`config.mk`:
```
export PLATFORM = sky130hd
export DESIGN_NAME = uart_rx_sampler_flat
export DESIGN_NICKNAME = d
export VERILOG_FILES = /design/src/rtl/uart_rx_pkg.sv /design/src/rtl/uart_rx_sampler_if.sv /design/src/rtl/uart_rx_edge_bit_counter.sv /design/src/rtl/uart_rx_sampler.sv /design/src/flat_wrapper.sv
export SDC_FILE = /design/constraint.sdc
export NUM_CORES = 1
export LEC_CHECK = 0
export CAP_MARGIN = 20
export CELL_PAD_IN_SITES_DETAIL_PLACEMENT = 0
export CELL_PAD_IN_SITES_GLOBAL_PLACEMENT = 1
export CORE_ASPECT_RATIO = 0.7
export CORE_MARGIN = 5
export CORE_UTILIZATION = 48
export CTS_CLUSTER_DIAMETER = 150
export DETAILED_ROUTE_END_ITERATION = 10
export DONT_BUFFER_PORTS = 1
export HOLD_SLACK_MARGIN = 0.15
export PLACE_DENSITY_LB_ADDON = 0.1
export SLEW_MARGIN = 25
export SYNTH_ARGS = -nofsm -noshare
export SYNTH_HDL_FRONTEND = slang
export SYNTH_SLANG_ARGS = --single-unit
export TNS_END_PERCENT = 1
```
`constraint.sdc`:
```
create_clock -name CLK -period 8.6 [get_ports CLK]
set_input_delay 0.86 -clock CLK [delete_from_list [all_inputs] [get_ports CLK]]
set_output_delay 0.86 -clock CLK [all_outputs]
set_load 0.1 [all_outputs]
```
`src/rtl/uart_rx_pkg.sv`:
```
// rtl/uart_rx_pkg.sv - shared widths, legal prescales and helpers for the UART receiver
//
// Purpose: common constants and small functions used by the RX sampler slice.
// Contents: PRESCALE_W, BITCNT_W, PRESC_8/16/32, FRAME_BITS_NO_PARITY/PARITY,
//           legal_prescale() and majority3().
package uart_rx_pkg;

  localparam int PRESCALE_W = 6;
  localparam int BITCNT_W   = 4;

  localparam logic [PRESCALE_W-1:0] PRESC_8  = 6'd8;
  localparam logic [PRESCALE_W-1:0] PRESC_16 = 6'd16;
  localparam logic [PRESCALE_W-1:0] PRESC_32 = 6'd32;

  localparam int FRAME_BITS_NO_PARITY = 10;
  localparam int FRAME_BITS_PARITY    = 11;

  // Anything other than 16 or 32 runs at 8x oversampling.
  function automatic logic [PRESCALE_W-1:0] legal_prescale(input logic [PRESCALE_W-1:0] p);
    case (p)
      PRESC_16: return PRESC_16;
      PRESC_32: return PRESC_32;
      default:  return PRESC_8;
    endcase
  endfunction

  function automatic logic majority3(input logic [2:0] s);
    return (s[0] & s[1]) | (s[0] & s[2]) | (s[1] & s[2]);
  endfunction

endpackage

```
`src/rtl/uart_rx_sampler_if.sv`:
```
// rtl/uart_rx_sampler_if.sv - signal bundle between RX control FSM and sampler
//
// Purpose: groups the sampler's line, control and result signals.
// Signals: S_Data (serial line), Prescale, count_EN, S_EN  (FSM/pin -> sampler)
//          edge_count, bit_count, sampled, sampled_bit     (sampler -> FSM)
// Modports: master = FSM side, slave = sampler side.
interface uart_rx_sampler_if;
  import uart_rx_pkg::*;

  logic                  S_Data;
  logic [PRESCALE_W-1:0] Prescale;
  logic                  count_EN;
  logic                  S_EN;
  logic [PRESCALE_W-1:0] edge_count;
  logic [BITCNT_W-1:0]   bit_count;
  logic                  sampled;
  logic                  sampled_bit;

  modport master (
    output S_Data, Prescale, count_EN, S_EN,
    input  edge_count, bit_count, sampled, sampled_bit
  );

  modport slave (
    input  S_Data, Prescale, count_EN, S_EN,
    output edge_count, bit_count, sampled, sampled_bit
  );

endinterface

```
`src/rtl/uart_rx_edge_bit_counter.sv`:
```
// rtl/uart_rx_edge_bit_counter.sv - prescale latch plus oversampling edge and bit counters
//
// Purpose: tracks position within a bit (edge_count) and completed bit periods (bit_count).
// Ports: CLK, Reset (async, active-high), count_EN (enable; low clears counters),
//        Prescale (raw ratio), prescale_eff (ratio in force this cycle),
//        edge_count (0..P-1), bit_count.
module uart_rx_edge_bit_counter
  import uart_rx_pkg::*;
(
  input  logic                  CLK,
  input  logic                  Reset,
  input  logic                  count_EN,
  input  logic [PRESCALE_W-1:0] Prescale,
  output logic [PRESCALE_W-1:0] prescale_eff,
  output logic [PRESCALE_W-1:0] edge_count,
  output logic [BITCNT_W-1:0]   bit_count
);

  logic                  count_en_q;
  logic [PRESCALE_W-1:0] prescale_q;
  logic                  frame_start;
  logic                  bit_end;

  // On the first enabled cycle the latch is still being written, so use the
  // incoming (legalised) value directly; afterwards the frame-long copy.
  assign frame_start  = count_EN & ~count_en_q;
  assign prescale_eff = frame_start ? legal_prescale(Prescale) : prescale_q;
  assign bit_end      = (edge_count == prescale_eff - 6'd1);

  always_ff @(posedge CLK or posedge Reset) begin
    if (Reset) begin
      count_en_q <= 1'b0;
      prescale_q <= PRESC_8;
      edge_count <= '0;
      bit_count  <= '0;
    end else begin
      count_en_q <= count_EN;
      if (frame_start)
        prescale_q <= legal_prescale(Prescale);
      if (!count_EN) begin
        edge_count <= '0;
        bit_count  <= '0;
      end else if (bit_end) begin
        edge_count <= '0;
        bit_count  <= bit_count + 1'b1;
      end else begin
        edge_count <= edge_count + 1'b1;
      end
    end
  end

endmodule

```
`src/rtl/uart_rx_sampler.sv`:
```
// rtl/uart_rx_sampler.sv - UART RX timing front end: counters, 3-point mid-bit capture, majority vote
//
// Purpose: captures S_Data at edge_count P/2-1, P/2, P/2+1 and emits the voted bit with a
//          one-cycle `sampled` strobe in the following cycle.
// Ports: CLK, Reset (async, active-high), rx (uart_rx_sampler_if.slave).
// Option: RX_SYNC_EN - when defined, S_Data goes through a 2-flop synchronizer (reset 1).
module uart_rx_sampler
  import uart_rx_pkg::*;
(
  input logic             CLK,
  input logic             Reset,
  uart_rx_sampler_if.slave rx
);

  logic                  din;
  logic [PRESCALE_W-1:0] prescale_eff;
  logic [PRESCALE_W-1:0] edge_count;
  logic [BITCNT_W-1:0]   bit_count;
  logic [PRESCALE_W-1:0] mid;
  logic                  at_s0, at_s1, at_s2;
  logic [2:0]            votes;
  logic [1:0]            stage;
  logic                  sampled_q;
  logic                  sampled_bit_q;

`ifdef RX_SYNC_EN
  logic [1:0] sync_q;

  always_ff @(posedge CLK or posedge Reset) begin
    if (Reset) sync_q <= 2'b11;
    else       sync_q <= {sync_q[0], rx.S_Data};
  end

  assign din = sync_q[1];
`else
  assign din = rx.S_Data;
`endif

  uart_rx_edge_bit_counter u_counter (
    .CLK          (CLK),
    .Reset        (Reset),
    .count_EN     (rx.count_EN),
    .Prescale     (rx.Prescale),
    .prescale_eff (prescale_eff),
    .edge_count   (edge_count),
    .bit_count    (bit_count)
  );

  assign mid   = prescale_eff >> 1;
  assign at_s0 = (edge_count == mid - 6'd1);
  assign at_s1 = (edge_count == mid);
  assign at_s2 = (edge_count == mid + 6'd1);

  // stage counts consecutive enabled captures within the current bit; the vote
  // is only issued when all three happened, so an S_EN gap suppresses the strobe.
  // The third sample is voted straight from din so the strobe lands one cycle
  // after the last capture.
  always_ff @(posedge CLK or posedge Reset) begin
    if (Reset) begin
      votes         <= 3'b111;
      stage         <= 2'd0;
      sampled_q     <= 1'b0;
      sampled_bit_q <= 1'b1;
    end else begin
      sampled_q <= 1'b0;
      if (!rx.S_EN) begin
        stage <= 2'd0;
      end else if (at_s0) begin
        votes[0] <= din;
        stage    <= 2'd1;
      end else if (at_s1) begin
        votes[1] <= din;
        stage    <= (stage == 2'd1) ? 2'd2 : 2'd0;
      end else if (at_s2) begin
        votes[2] <= din;
        stage    <= 2'd0;
        if (stage == 2'd2) begin
          sampled_q     <= 1'b1;
          sampled_bit_q <= majority3({din, votes[1], votes[0]});
        end
      end
    end
  end

  assign rx.edge_count  = edge_count;
  assign rx.bit_count   = bit_count;
  assign rx.sampled     = sampled_q;
  assign rx.sampled_bit = sampled_bit_q;

endmodule

```
`src/flat_wrapper.sv`:
```
// flat-port wrapper written by rule: the top's interface ports become plain ports
module uart_rx_sampler_flat import uart_rx_pkg::*;
  (CLK, Reset, rx_S_Data, rx_Prescale, rx_count_EN, rx_S_EN, rx_edge_count, rx_bit_count, rx_sampled, rx_sampled_bit);
  uart_rx_sampler_if rx_i ();
  input logic CLK;
  input logic Reset;
  input wire logic [$bits(rx_i.S_Data)-1:0] rx_S_Data;
  input wire logic [$bits(rx_i.Prescale)-1:0] rx_Prescale;
  input wire logic [$bits(rx_i.count_EN)-1:0] rx_count_EN;
  input wire logic [$bits(rx_i.S_EN)-1:0] rx_S_EN;
  output wire logic [$bits(rx_i.edge_count)-1:0] rx_edge_count;
  output wire logic [$bits(rx_i.bit_count)-1:0] rx_bit_count;
  output wire logic [$bits(rx_i.sampled)-1:0] rx_sampled;
  output wire logic [$bits(rx_i.sampled_bit)-1:0] rx_sampled_bit;
  assign rx_i.S_Data = rx_S_Data;
  assign rx_i.Prescale = rx_Prescale;
  assign rx_i.count_EN = rx_count_EN;
  assign rx_i.S_EN = rx_S_EN;
  assign rx_edge_count = rx_i.edge_count;
  assign rx_bit_count = rx_i.bit_count;
  assign rx_sampled = rx_i.sampled;
  assign rx_sampled_bit = rx_i.sampled_bit;
  uart_rx_sampler u_core (.CLK(CLK), .Reset(Reset), .rx(rx_i));
endmodule
```
## Word level (Yosys, flattened, before mapping)

Index checks and enable logic that the tools add are counted.

| word-level totals | value |
|---|---|
| bits in registers | 23 |
| output and inout port bits | 12 |

| cells by class | value |
|---|---|
| multiplexer cells | 16 |
| bitwise gates (word level) | 9 |
| equal/unequal tests | 10 |
| reductions and logical operators | 3 |
| add/subtract/negate cells | 5 |

Operator list:

| operator | number |
|---|---|
| 6-bit == test | 3 |
| 6-bit two-way mux | 3 |
| 6-bit one-hot mux with 2 select lines | 1 |
| 2-bit two-way mux | 5 |
| 4-bit two-way mux | 2 |
| 5-bit by 1-bit adder with 6-bit output, second input constant | 1 |
| 6-bit by 1-bit adder with 6-bit output, second input constant | 1 |
| 6-bit by 5-bit == test with 1-bit output | 1 |
| 6-bit by 5-bit == test with 1-bit output, second input constant | 1 |
| 6-bit == test, second input constant | 1 |
| 5-bit by 1-bit subtractor with 6-bit output, second input constant | 1 |
| 6-bit by 1-bit subtractor with 6-bit output, second input constant | 1 |
| 1-bit two-way mux | 5 |
| 5-bit AND reduction | 1 |
| 4-bit by 1-bit adder with 4-bit output, second input constant | 1 |
| 1-bit AND | 4 |
| 4-bit by 1-bit != test with 1-bit output, second input constant | 1 |
| 1-bit inverter | 3 |
| 3-bit AND reduction | 1 |
| 2-bit by 1-bit == test with 1-bit output, second input constant | 1 |
| 2-bit == test, second input constant | 1 |
| 2-bit by 1-bit != test with 1-bit output, second input constant | 1 |
| 1-bit bitwise OR | 2 |
| 2-bit AND reduction | 1 |

## Longest topological paths before layout

Gate-level depths: netlist of the first run.

| logic depth | value |
|---|---|
| depth after elaboration | 9 |
| mapped depth | 12 |
| gate-level depth less buffers | 11 |

## Hierarchy

Synthesis of the first run repeated with hierarchy kept, for this count alone.

| unflattened totals | value |
|---|---|
| cell total of the unflattened synthesis | 172 |
| area, all modules | 1626.6 µm² |

By module, submodules not included:

| module | area an instance (µm²) | times used | cells each |
|---|---|---|---|
| uart_rx_edge_bit_counter | 1028.5 | 1 | 107 |
| uart_rx_sampler | 598.1 | 1 | 65 |

## Worst setup path after synthesis of the first run

No wires, ideal clock.

| timing | value |
|---|---|
| kind | input-to-reg |
| start | input port rx_count_EN |
| end | register u_core.sampled_bit_q, in the netlist u_core.rx.sampled_bit |
| cell stages on the path | 11 |
| setup slack | 5.443 ns |
| arrival | 3.072 ns |
| library setup time | 0.085 ns |
| data required time | 8.515 ns |
| path buffers | 1 |
| cells stage by stage | nand2b_1 buf_2 nand2_1 ha_1 xor2_1 nor2_1 o21ai_0 a2111oi_0 o2111ai_1 nor3_2 mux2_1 |

| on the way | value |
|---|---|
| cells in the longest elaborated chain, start to end | 6 |

RTL lines:

| what | RTL line | RTL |
|---|---|---|
| from (decl) | flat_wrapper.sv:9 | `input wire logic [$bits(rx_i.count_EN)-1:0] rx_count_EN;` |
| 1-bit AND * | uart_rx_edge_bit_counter.sv:26 | `assign frame_start = count_EN & ~count_en_q;` |
| 6-bit two-way mux * | - |  |
| 5-bit by 1-bit subtractor with 6-bit output | uart_rx_sampler.sv:50 | `assign at_s0 = (edge_count == mid - 6'd1);` |
| 6-bit == test | uart_rx_sampler.sv:50 |  |
| 1-bit inverter (no source line) | - |  |
| 5-bit AND reduction (no source line) * | - |  |
| to (signal assigned) | uart_rx_sampler.sv:79 | `sampled_bit_q <= majority3({din, votes[1], votes[0]});` |
| to (decl) | uart_rx_sampler.sv:24 | `logic sampled_bit_q;` |

Mark *: on every way between the ends. The rest lies on a longest branch, timed or not.
A chain may end at the register's enable or synchronous reset.

## Worst setup path after layout of the first run

Ends and elaborated chain as after synthesis.

==> results of run 1 <==
-- cells by family (layout without fill, tap and decap cells) --
group                      count (synthesis)  in the layout  share of synthesized area [%]
AOI/OAI and AO/OA                         40             40                           16.9
buffers and inverters                     24             22                           6.01
DFF                                       23             23                           32.8
and+or+nand+nor                           81             81                           26.7
adders and majority gates                  6              6                           4.10
xor gates and xnor gates                  20             20                           9.89
muxes                                      6              6                           3.60
-- cell type report --
class	count	area (um2)	area share, %
timing repair buffer	4	30.0	1.62
tap	50	62.6	3.37
sequential	23	583	31.4
clock buffer	4	45.0	2.43
inverter	14	52.6	2.83
multi-input combinational	153	1080	58.4
-- synth_stat cells (all sizes together) (5+ instances only) --
cell    number  area share, %
nand3       11            3.1
nand2       12            2.5
o21ai        7            2.0
dfrtp       19             27
a22oi        5            2.7
xnor2       14            6.9
ha           5            3.5
xor2         6            3.0
buf          5            2.0
nand4        7            2.5
clkbuf       5            1.1
nor2        19            4.5
inv         14            3.0
a21oi        6            1.7
and3         5            2.0
or3          5            1.8
-- sequential cells by signal, summed over array words and instances (netlist names) --
register / flops
u_core.u_counter.bit_count: 4
u_core.votes: 2
u_core.u_counter.edge_count: 6
u_core.u_counter.count_en_q: 1
u_core.u_counter.prescale_q: 6
u_core.rx.sampled_bit: 1
u_core.rx.sampled: 1
u_core.stage: 2
-- power by group through the flow --
| stage | clock network, mW | logic [mW] | registers (mW) |
|---|---|---|---|
| after floorplan | 0 | 0.0310 | 0.132 |
| after global placement | 0 | 0.0450 | 0.125 |
| after detailed placement | 0 | 0.0460 | 0.126 |
| after CTS | 0.0693 | 0.0462 | 0.124 |
| after global routing | 0.0739 | 0.0503 | 0.125 |
| final | 0.0668 | 0.0459 | 0.124 |
-- cells in the final DEF (no fill, tap or decap), types with 3 or more instances in the layout --
cell	Yosys	routed
a21oi_1	6	6
a22oi_1	3	3
a311oi_1	3	3
and3_1	4	4
buf_4	0	4
clkbuf_8	0	3
dfrtp_1	19	17
dfstp_2	4	4
ha_1	5	5
inv_1	14	14
mux2i_1	3	3
nand2_1	12	12
nand3_1	11	11
nand4_1	7	7
nor2_1	18	18
nor2b_1	3	3
o211ai_1	3	3
o21ai_0	6	6
o311a_1	3	3
or3_1	5	5
xnor2_1	14	14
xor2_1	6	6
-- worst max path at each step --
stage / cells after the start / slack, ps / start / endpoint
after floorplan: 11 / 5440 / rx_count_EN / u_core.rx.sampled_bit$_DFFE_PP1P_
after global routing: 10 / 4970 / rx_count_EN / u_core.rx.sampled_bit$_DFFE_PP1P_
after detailed placement: 10 / 5050 / rx_count_EN / u_core.rx.sampled_bit$_DFFE_PP1P_
after CTS: 10 / 5330 / rx_count_EN / u_core.rx.sampled_bit$_DFFE_PP1P_
after global placement: 10 / 5190 / rx_count_EN / u_core.rx.sampled_bit$_DFFE_PP1P_
final: 10 / 5300 / rx_count_EN / u_core.rx.sampled_bit$_DFFE_PP1P_
-- routing by layer --
metal / up-vias / share of wire [%] / track usage (%)
li1: 721 / - / -
met4: 0 / 0.19 / 3.26
met5: - / 0 / 0
met3: 2 / 5.0 / 4.15
met1: 720 / 48 / 25.8
met2: 39 / 47 / 31.1
-- per-stage QoR --
step	power [mW]	hold slack [ps]	std cells	setup WS (ps)	cell area, um2
finish	0.236	485	248	5300	1860
floorplan	0.163	442	200	5440	1770
detailed placement	0.172	474	244	5050	1810
global route	0.249	533	248	4970	1860
global placement	0.170	475	244	5190	1810
CTS	0.239	484	248	5330	1860
==> run_results.csv, run 1 <==
group,metric,value,unit
outcome,status,"complete, no violations",
timing,worst_pin_slew,981,ps
yosys,syn_nets,216,
power,p_sw_share,28.9,%
cts,cts_buffer_depth,2,
yosys,async_flop_share,100,%
die,rows,18,
cells_and_area,antennaDiodeCount,0,
cts,root_buffer,"clkbuf_8",
critical_path,cp.required,8790,ps
critical_path,critical_path_buf_inv_count,0,
cells_and_area,nNetsFinal,215,
detailed_routing,drtIter0Drc,130,
power,irDropWorstVdd,93.2,uV
timing,max_freq,303,MHz
detailed_routing,drt_wl_total,4210,um
global_route,track_usage,18.8,%
cts,htree_num_levels,1,
cells_and_area,area_delta_synth_final,4.88,%
power,intPower,0.168,mW
power,seqPwrFrac,52.3,%
die,die_h,60.8,um
cts,cts_repair_resize_count,0,
die,ios,23,
cts,cts_buffers,3,
placed_design,post-dp-hpwl,3150,um
power,comb_power_share,19.4,%
detailed_routing,via_per_inst,5.98,
yosys,synth_seq_cells,23,
critical_path,endpoint_kind,"register",
yosys,synth_edf_count,0,
cts,clk_pin_slew,80,ps
power,pwr-share-clk,28.3,%
worst_hold_path,holdPathStages,1,
critical_path,worstReg2RegStart,"u_core.u_counter.count_en_q$_DFF_PP0_",
power,power_density,127,mW/mm2
critical_path,crit_path_start_kind,"input port",
critical_path,cp_top_family,"simple AND/OR/NAND/NOR gates",
timing,setup_tns,0,ps
critical_path,critPathKind,"input port to register",
die,start_util,50.1,%
timing,finalSetupViolations,0,
yosys,netlist_instances,200,
yosys,yosysSeqAreaShare,32.8,%
placed_design,io_buffers,0,
die,die_w,82.6,um
critical_path,r2r-end,"u_core.rx.sampled_bit$_DFFE_PP1P_",
yosys,synth_cell_type_count,56,
global_route,grt_pass1_vias,1485,
cts,clk_latency,260,ps
detailed_routing,routed-via-count,1482,
critical_path,slowest_stage,"a2111oi_0",
cells_and_area,n_fill_cell,344,
yosys,avgSynthCellArea,8.85,um2
flow_run,drv_cap,0,
critical_path,path_cells,"nand2b_1 > nand2_1 > ha_1 > xor2_1 > nor2_1 > o21ai_0 > a2111oi_0 > o2111ai_1 > nor3_2 > mux2_1",
die,dieArea,0.00502,mm2
detailed_routing,firstDrtPassIters,4,
detailed_routing,drc_errors,0,
cells_and_area,drive_above_1_share,13.1,%
placed_design,routabilityCongestion,0.900,
critical_path,r2r_slack,5380,ps
worst_hold_path,holdCritStartpoint,"u_core.stage[0]$_DFFE_PP0P_",
timing,finalHoldViolCount,0,
timing,slew_viol_final,0,
worst_hold_path,hold-path-endpoint,"u_core.rx.sampled$_DFF_PP0_",
yosys,synth_area,0.00177,mm2
timing,period_share,38.4,%
cts,cts_tree,"built",
yosys,ys.flop_type,"dfrtp_1",
critical_path,crit_path_max_fanout,15,
timing,relSlewSlack,34.6,%
global_route,antenna_found_initial,0,
global_route,grt.overflow.total,0,
cts,post_cts_buffers,0,
worst_hold_path,min_path_type,"register to register",
cts,cts.sink_count,23,
timing,rsz0062_at_grt,"no",
critical_path,crit_path_max_incr_delay,420,ps
critical_path,rr_worst_depth,10,
die,coreArea,0.00354,mm2
detailed_routing,drtAntennaViolNets,0,
cts,hold_buffers,0,
power,p_sw,0.0682,mW
timing,fin_crit,3300,ps
critical_path,cp.arrival,3490,ps
global_route,grt_max_degree,24,
cells_and_area,utilization,52.5,%
detailed_routing,wire_per_inst,17.0,um
global_route,grt_pass1_wl,7180,um
yosys,yosys_warnings,0,
power,cellLeakagePower,0.793,nW
timing,fin_skew,4.79,ps
(Power assumes the default switching activity.)
==> run 2, diff against run 1 <==
- clock period: 8.6 -> 3.26 ns (I/O delays scaled with it)
==> run 2 against run 1 <==
  * Cell count grew 2.8%
  * Sequential share of layout area down 1.1 points
  * Via count rose by 3.4%
  * Sequential cell count unchanged
  * Worst setup slack got worse by 5100 ps
  * Non-clock buffer count increased by 7
  * Clock power rose to 2.6 times the previous value
  * Die area unchanged
  * Core utilization increased by 1.6 points
  * Worst hold slack worse by 310 ps
  * Sequential power grew to 2.7 times the previous value
  * Critical path type is now register to register
  * Highest routed layer unchanged
==> run_results.csv, run 2 (same netlist as run 1, synthesis figures left out) <==
group,metric,value,unit
critical_path,crit_path_start_kind,"register",
cts,cts.sink_count,23,
cells_and_area,drive_above_1_share,14.6,%
placed_design,pre_cts_ws,241,ps
critical_path,cp.required,3450,ps
critical_path,endpoint_kind,"register",
timing,fin_skew,2.83,ps
global_route,track_usage,18.4,%
placed_design,io_buffers,0,
cells_and_area,antennaDiodeCount,0,
die,rows,18,
detailed_routing,routed-via-count,1533,
critical_path,crit_path_max_incr_delay,530,ps
global_route,antenna_found_initial,0,
worst_hold_path,min_path_type,"input port to register",
detailed_routing,firstDrtPassIters,4,
critical_path,crit_path_max_fanout,12,
critical_path,path_cells,"nand2b_1 > nand2_1 > ha_1 > nand2b_1 > or4b_1 > o311a_1 > and2_4 > or4_1 > a21oi_1",
cells_and_area,top_regs,"u_core.u_counter.edge_count (6), u_core.u_counter.prescale_q (6), u_core.u_counter.bit_count (4)",
critical_path,worstReg2RegStart,"u_core.u_counter.count_en_q$_DFF_PP0_",
global_route,grt_max_degree,24,
critical_path,critPathKind,"register to register",
cells_and_area,n_fill_cell,349,
critical_path,slowest_stage,"or4b_1",
critical_path,r2r-end,"u_core.u_counter.bit_count[3]$_DFFE_PP0P_",
detailed_routing,drc_errors,0,
die,start_util,50.1,%
timing,worst_pin_slew,978,ps
global_route,grt.overflow.total,0,
die,coreArea,0.00354,mm2
outcome,status,"complete, no violations",
global_route,grt_pass1_wl,6890,um
die,die_h,60.8,um
detailed_routing,drtIter0Drc,110,
power,power_density,328,mW/mm2
timing,fin_crit,3050,ps
timing,relSlewSlack,34.8,%
placed_design,post-dp-hpwl,3230,um
detailed_routing,drt_wl_total,4210,um
worst_hold_path,holdCritStartpoint,"rx_S_EN",
timing,rsz0062_at_grt,"no",
cts,cts_buffers,3,
cells_and_area,nNetsFinal,222,
die,dieArea,0.00502,mm2
cells_and_area,area_delta_synth_final,8.06,%
cts,clk_pin_slew,80,ps
detailed_routing,drtAntennaViolNets,0,
flow_run,drv_cap,0,
detailed_routing,wire_per_inst,16.5,um
timing,period_share,93.7,%
die,ios,23,
placed_design,routabilityCongestion,0.823,
cells_and_area,final_common_cell,"dfrtp_1",
cts,cts_tree,"built",
die,die_w,82.6,um
cells_and_area,seq_area,581,um2
cts,root_buffer,"clkbuf_8",
cts,clk_latency,260,ps
timing,slew_viol_final,0,
timing,finalSetupViolations,0,
cts,cts_buffer_depth,2,
critical_path,r2r_slack,210,ps
timing,fin_ws,206,ps
power,irDropWorstVdd,239,uV
timing,max_freq,327,MHz
cts,htree_num_levels,1,
timing,setup_tns,0,ps
global_route,grt_pass1_vias,1434,
cells_and_area,multi_input_area,0.00108,mm2
power,cellLeakagePower,0.830,nW
critical_path,cp.arrival,3250,ps
cts,cts_repair_resize_count,0,
timing,finalHoldViolCount,0,
worst_hold_path,holdPathStages,1,
detailed_routing,via_per_inst,6.01,
cells_and_area,final_cell_mix,"dfrtp_1 (19), nor2_1 (18), xnor2_1 (14)",
critical_path,cp_common_cell,"nand2b_1",
critical_path,rr_worst_depth,9,
worst_hold_path,hold-path-endpoint,"u_core.stage[0]$_DFFE_PP0P_",
-- run 2: layout make-up --
class | count | area share [%]
well taps | 50 | 3.27
repair buffers | 11 | 4.58
flip-flops and latches | 23 | 30.3
clock inverters | 1 | 0.262
multi-input cells | 153 | 56.6
inverters | 14 | 2.75
clock buffers | 3 | 2.16
-- run 2: metrics by stage --
| stage | total power [mW] | hold slack (ps) | cells | utilization (%) | area, um2 |
|---|---|---|---|---|---|
| 6_report | 0.628 | 172 | 255 | 54.1 | 1910 |
| 5_1_grt | 0.667 | 160 | 255 | 54.1 | 1910 |
| 4_1_cts | 0.637 | 165 | 254 | 53.8 | 1900 |
| 3_5_place_dp | 0.455 | 359 | 249 | 52.2 | 1850 |
| 3_3_place_gp | 0.452 | 359 | 249 | 52.2 | 1850 |
| 2_1_floorplan | 0.431 | 325 | 200 | - | 1770 |
-- run 2: worst max-delay path by stage --
stage,from,endpoint,depth (start not counted)
finish,u_core.u_counter.count_en_q$_DFF_PP0_,u_core.u_counter.bit_count[3]$_DFFE_PP0P_,9
global placement,u_core.u_counter.count_en_q$_DFF_PP0_,u_core.u_counter.bit_count[3]$_DFFE_PP0P_,9
CTS,u_core.u_counter.count_en_q$_DFF_PP0_,u_core.u_counter.bit_count[3]$_DFFE_PP0P_,9
global route,u_core.u_counter.count_en_q$_DFF_PP0_,u_core.u_counter.bit_count[3]$_DFFE_PP0P_,9
detailed placement,u_core.u_counter.count_en_q$_DFF_PP0_,u_core.u_counter.bit_count[3]$_DFFE_PP0P_,9
floorplan,u_core.u_counter.edge_count[0]$_DFF_PP0_,u_core.u_counter.bit_count[3]$_DFFE_PP0P_,7
-- run 2: repair_timing --
action | CTS | global route
buffers inserted | 0 | 0
hold endpoints to repair | 1 | 19
hold buffers | 1 | 1
-- run 2: power by group --
part | total (mW) | internal, mW | switching [mW]
logic | 0.121 | 0.0484 | 0.0722
registers | 0.331 | 0.310 | 0.0207
clock network | 0.177 | 0.0853 | 0.0916
-- run 2: per-layer routing --
layer	vias to the layer above	global-route usage (%)	part of all wire, %
li1	735	-	-
met1	734	24.5	47
met2	62	30.5	46
met3	2	4.60	7.2
met4	0	3.73	0.40
met5	-	0	0
-- run 2: worst max-delay path, delay by kind of cell (launching register included) --
kind,cells,cell delay [ps]
DFF,1,440
adders and majority gates,1,440
and+or+nand+nor,6,1810
AOI/OAI and AO/OA,2,290
==> run 3, diff against run 2 <==
- CAP_MARGIN: 20 -> unset
- PLACE_DENSITY: unset -> 0.85
- PLACE_DENSITY_LB_ADDON: 0.1 -> unset
==> run 3 against run 2 <==
  * Critical path depth unchanged
  * Sequential share of layout area hardly changed
  * Die area unchanged
  * Combinational power barely moved
  * Cell count unchanged
  * Via count increased by 1.9%
  * Worst setup slack gained 130 ps
  * Clock power rose by 2%
  * Global-route usage grew 0.74 points
  * Maximum frequency up 4.6%
  * Highest routed layer unchanged
==> run_results.csv, run 3 (same netlist as run 1, synthesis figures left out) <==
group,metric,value,unit
cells_and_area,top_regs,"u_core.u_counter.edge_count (6), u_core.u_counter.prescale_q (6), u_core.u_counter.bit_count (4)",
power,pwr-share-clk,28.7,%
global_route,grt_max_degree,24,
die,dieArea,0.00502,mm2
critical_path,cp_top_family,"simple AND/OR/NAND/NOR gates",
worst_hold_path,holdPathStages,2,
critical_path,worstReg2RegStart,"u_core.u_counter.count_en_q$_DFF_PP0_",
critical_path,cp.arrival,3120,ps
critical_path,crit_path_max_fanout,12,
critical_path,crit_path_start_kind,"register",
critical_path,cp.depth,9,
timing,rsz0062_at_grt,"no",
cells_and_area,utilization,54.2,%
detailed_routing,drtAntennaViolNets,0,
critical_path,crit_path_max_incr_delay,530,ps
timing,finalHoldViolCount,0,
critical_path,startpoint,"u_core.u_counter.count_en_q$_DFF_PP0_",
cts,cts_buffers,3,
critical_path,critical_path_buf_inv_count,0,
critical_path,r2r-end,"u_core.u_counter.bit_count[3]$_DFFE_PP0P_",
cts,htree_num_levels,1,
placed_design,io_buffers,0,
timing,fin_ws,340,ps
cells_and_area,area_delta_synth_final,8.20,%
power,intPower,0.444,mW
power,cellLeakagePower,0.829,nW
detailed_routing,routed-via-count,1562,
critical_path,rr_worst_depth,9,
cells_and_area,final_common_cell,"dfrtp_1",
power,seqPwrFrac,52.5,%
timing,finalSetupViolations,0,
cts,clk_pin_slew,90,ps
outcome,status,"complete, no violations",
critical_path,crit_end,"u_core.u_counter.bit_count[3]$_DFFE_PP0P_",
timing,fin_skew,7.90,ps
timing,max_freq,342,MHz
timing,fin_crit,2920,ps
global_route,antenna_found_initial,0,
power,power_density,330,mW/mm2
timing,setup_tns,0,ps
worst_hold_path,min_path_type,"input port to register",
power,comb_power_share,18.9,%
detailed_routing,via_per_inst,6.13,
cts,cts_buffer_depth,2,
cells_and_area,drive_above_1_share,15.1,%
cells_and_area,nNetsFinal,222,
critical_path,endpoint_kind,"register",
die,ios,23,
detailed_routing,wire_per_inst,17.3,um
die,start_util,50.1,%
placed_design,pre_cts_ws,297,ps
cts,cts.sink_count,23,
detailed_routing,drt_wl_total,4410,um
cells_and_area,antennaDiodeCount,0,
power,p_sw_share,29.8,%
critical_path,cp.required,3460,ps
flow_run,drv_cap,0,
placed_design,post-dp-hpwl,3300,um
critical_path,r2r_slack,340,ps
timing,slew_viol_final,0,
die,coreArea,0.00354,mm2
cells_and_area,stdcell_area,0.00192,mm2
die,rows,18,
critical_path,slowest_stage,"or4_1",
global_route,track_usage,19.1,%
critical_path,path_cells,"nand2b_1 > nand2_1 > ha_2 > a21boi_0 > o211ai_1 > xnor2_1 > nand4_1 > or4_1 > a21oi_1",
die,die_h,60.8,um
die,die_w,82.6,um
timing,worst_pin_slew,992,ps
power,p_sw,0.189,mW
cts,post_cts_buffers,0,
global_route,grt_pass1_wl,7260,um
placed_design,dpl_cell_area,0.00185,mm2
placed_design,routabilityCongestion,0.868,
critical_path,critPathKind,"register to register",
global_route,grt.overflow.total,0,
power,irDropWorstVdd,252,uV
cts,cts_tree,"built",
timing,period_share,89.6,%
detailed_routing,drtIter0Drc,137,
cts,root_buffer,"clkbuf_8",
timing,whs,184,ps
detailed_routing,drc_errors,0,
global_route,grt_pass1_vias,1557,
timing,relSlewSlack,33.9,%
detailed_routing,firstDrtPassIters,4,
cts,clk_latency,270,ps
cells_and_area,final_cell_mix,"dfrtp_1 (19), nor2_1 (18), xnor2_1 (14)",
## run 3: timing repair
item / CTS / global route
setup endpoints to repair: 0 / 4
resized for setup: 0 / 1
endpoints found under the hold margin: 1 / 19
hold buffers: 1 / 1
## run 3: power groups by stage
stage	Clock [mW]	Combinational, mW	Sequential, mW
6_report	0.181	0.119	0.332
2_1_floorplan	0	0.0817	0.349
3_3_place_gp	0	0.114	0.336
5_1_grt	0.201	0.130	0.335
4_1_cts	0.189	0.119	0.332
3_5_place_dp	0	0.117	0.338
## run 3: worst min-delay path by stage
stage / start / end / slack, ps
floorplan: Reset / u_core.rx.sampled$_DFF_PP0_ / 320
global placement: rx_count_EN / u_core.u_counter.count_en_q$_DFF_PP0_ / 360
detailed placement: rx_count_EN / u_core.u_counter.count_en_q$_DFF_PP0_ / 360
CTS: Reset / u_core.u_counter.prescale_q[1]$_DFF_PP0_ / 170
global route: rx_S_EN / u_core.stage[0]$_DFFE_PP0P_ / 180
finish: rx_count_EN / u_core.u_counter.bit_count[2]$_DFFE_PP0P_ / 180
## run 3: metrics by stage
| step | total power [mW] | cells |
|---|---|---|
| after detailed placement | 0.455 | 249 |
| after floorplan | 0.431 | 200 |
| final | 0.633 | 255 |
| after global placement | 0.450 | 249 |
| after global routing | 0.666 | 255 |
| after CTS | 0.640 | 254 |
## run 3: final cells by class
cell class / instances / area (um2)
timing repair buffer: 11 / 87.6
sequential: 23 / 581
clock buffer: 3 / 41.3
tap: 50 / 62.6
clock inverter: 1 / 5.00
inverter: 14 / 52.6
multi-input combinational: 153 / 1090
fill: 322 / 1620
## run 3: metal layers
metal	routed length, um	part of all wire, %	GRT usage, %	up-vias
met5	0	0	0	-
met4	48	1.1	4.90	0
met3	371	8.4	5.93	8
met2	2080	47	32.4	71
met1	1910	43	23.8	745
li1	-	-	-	738
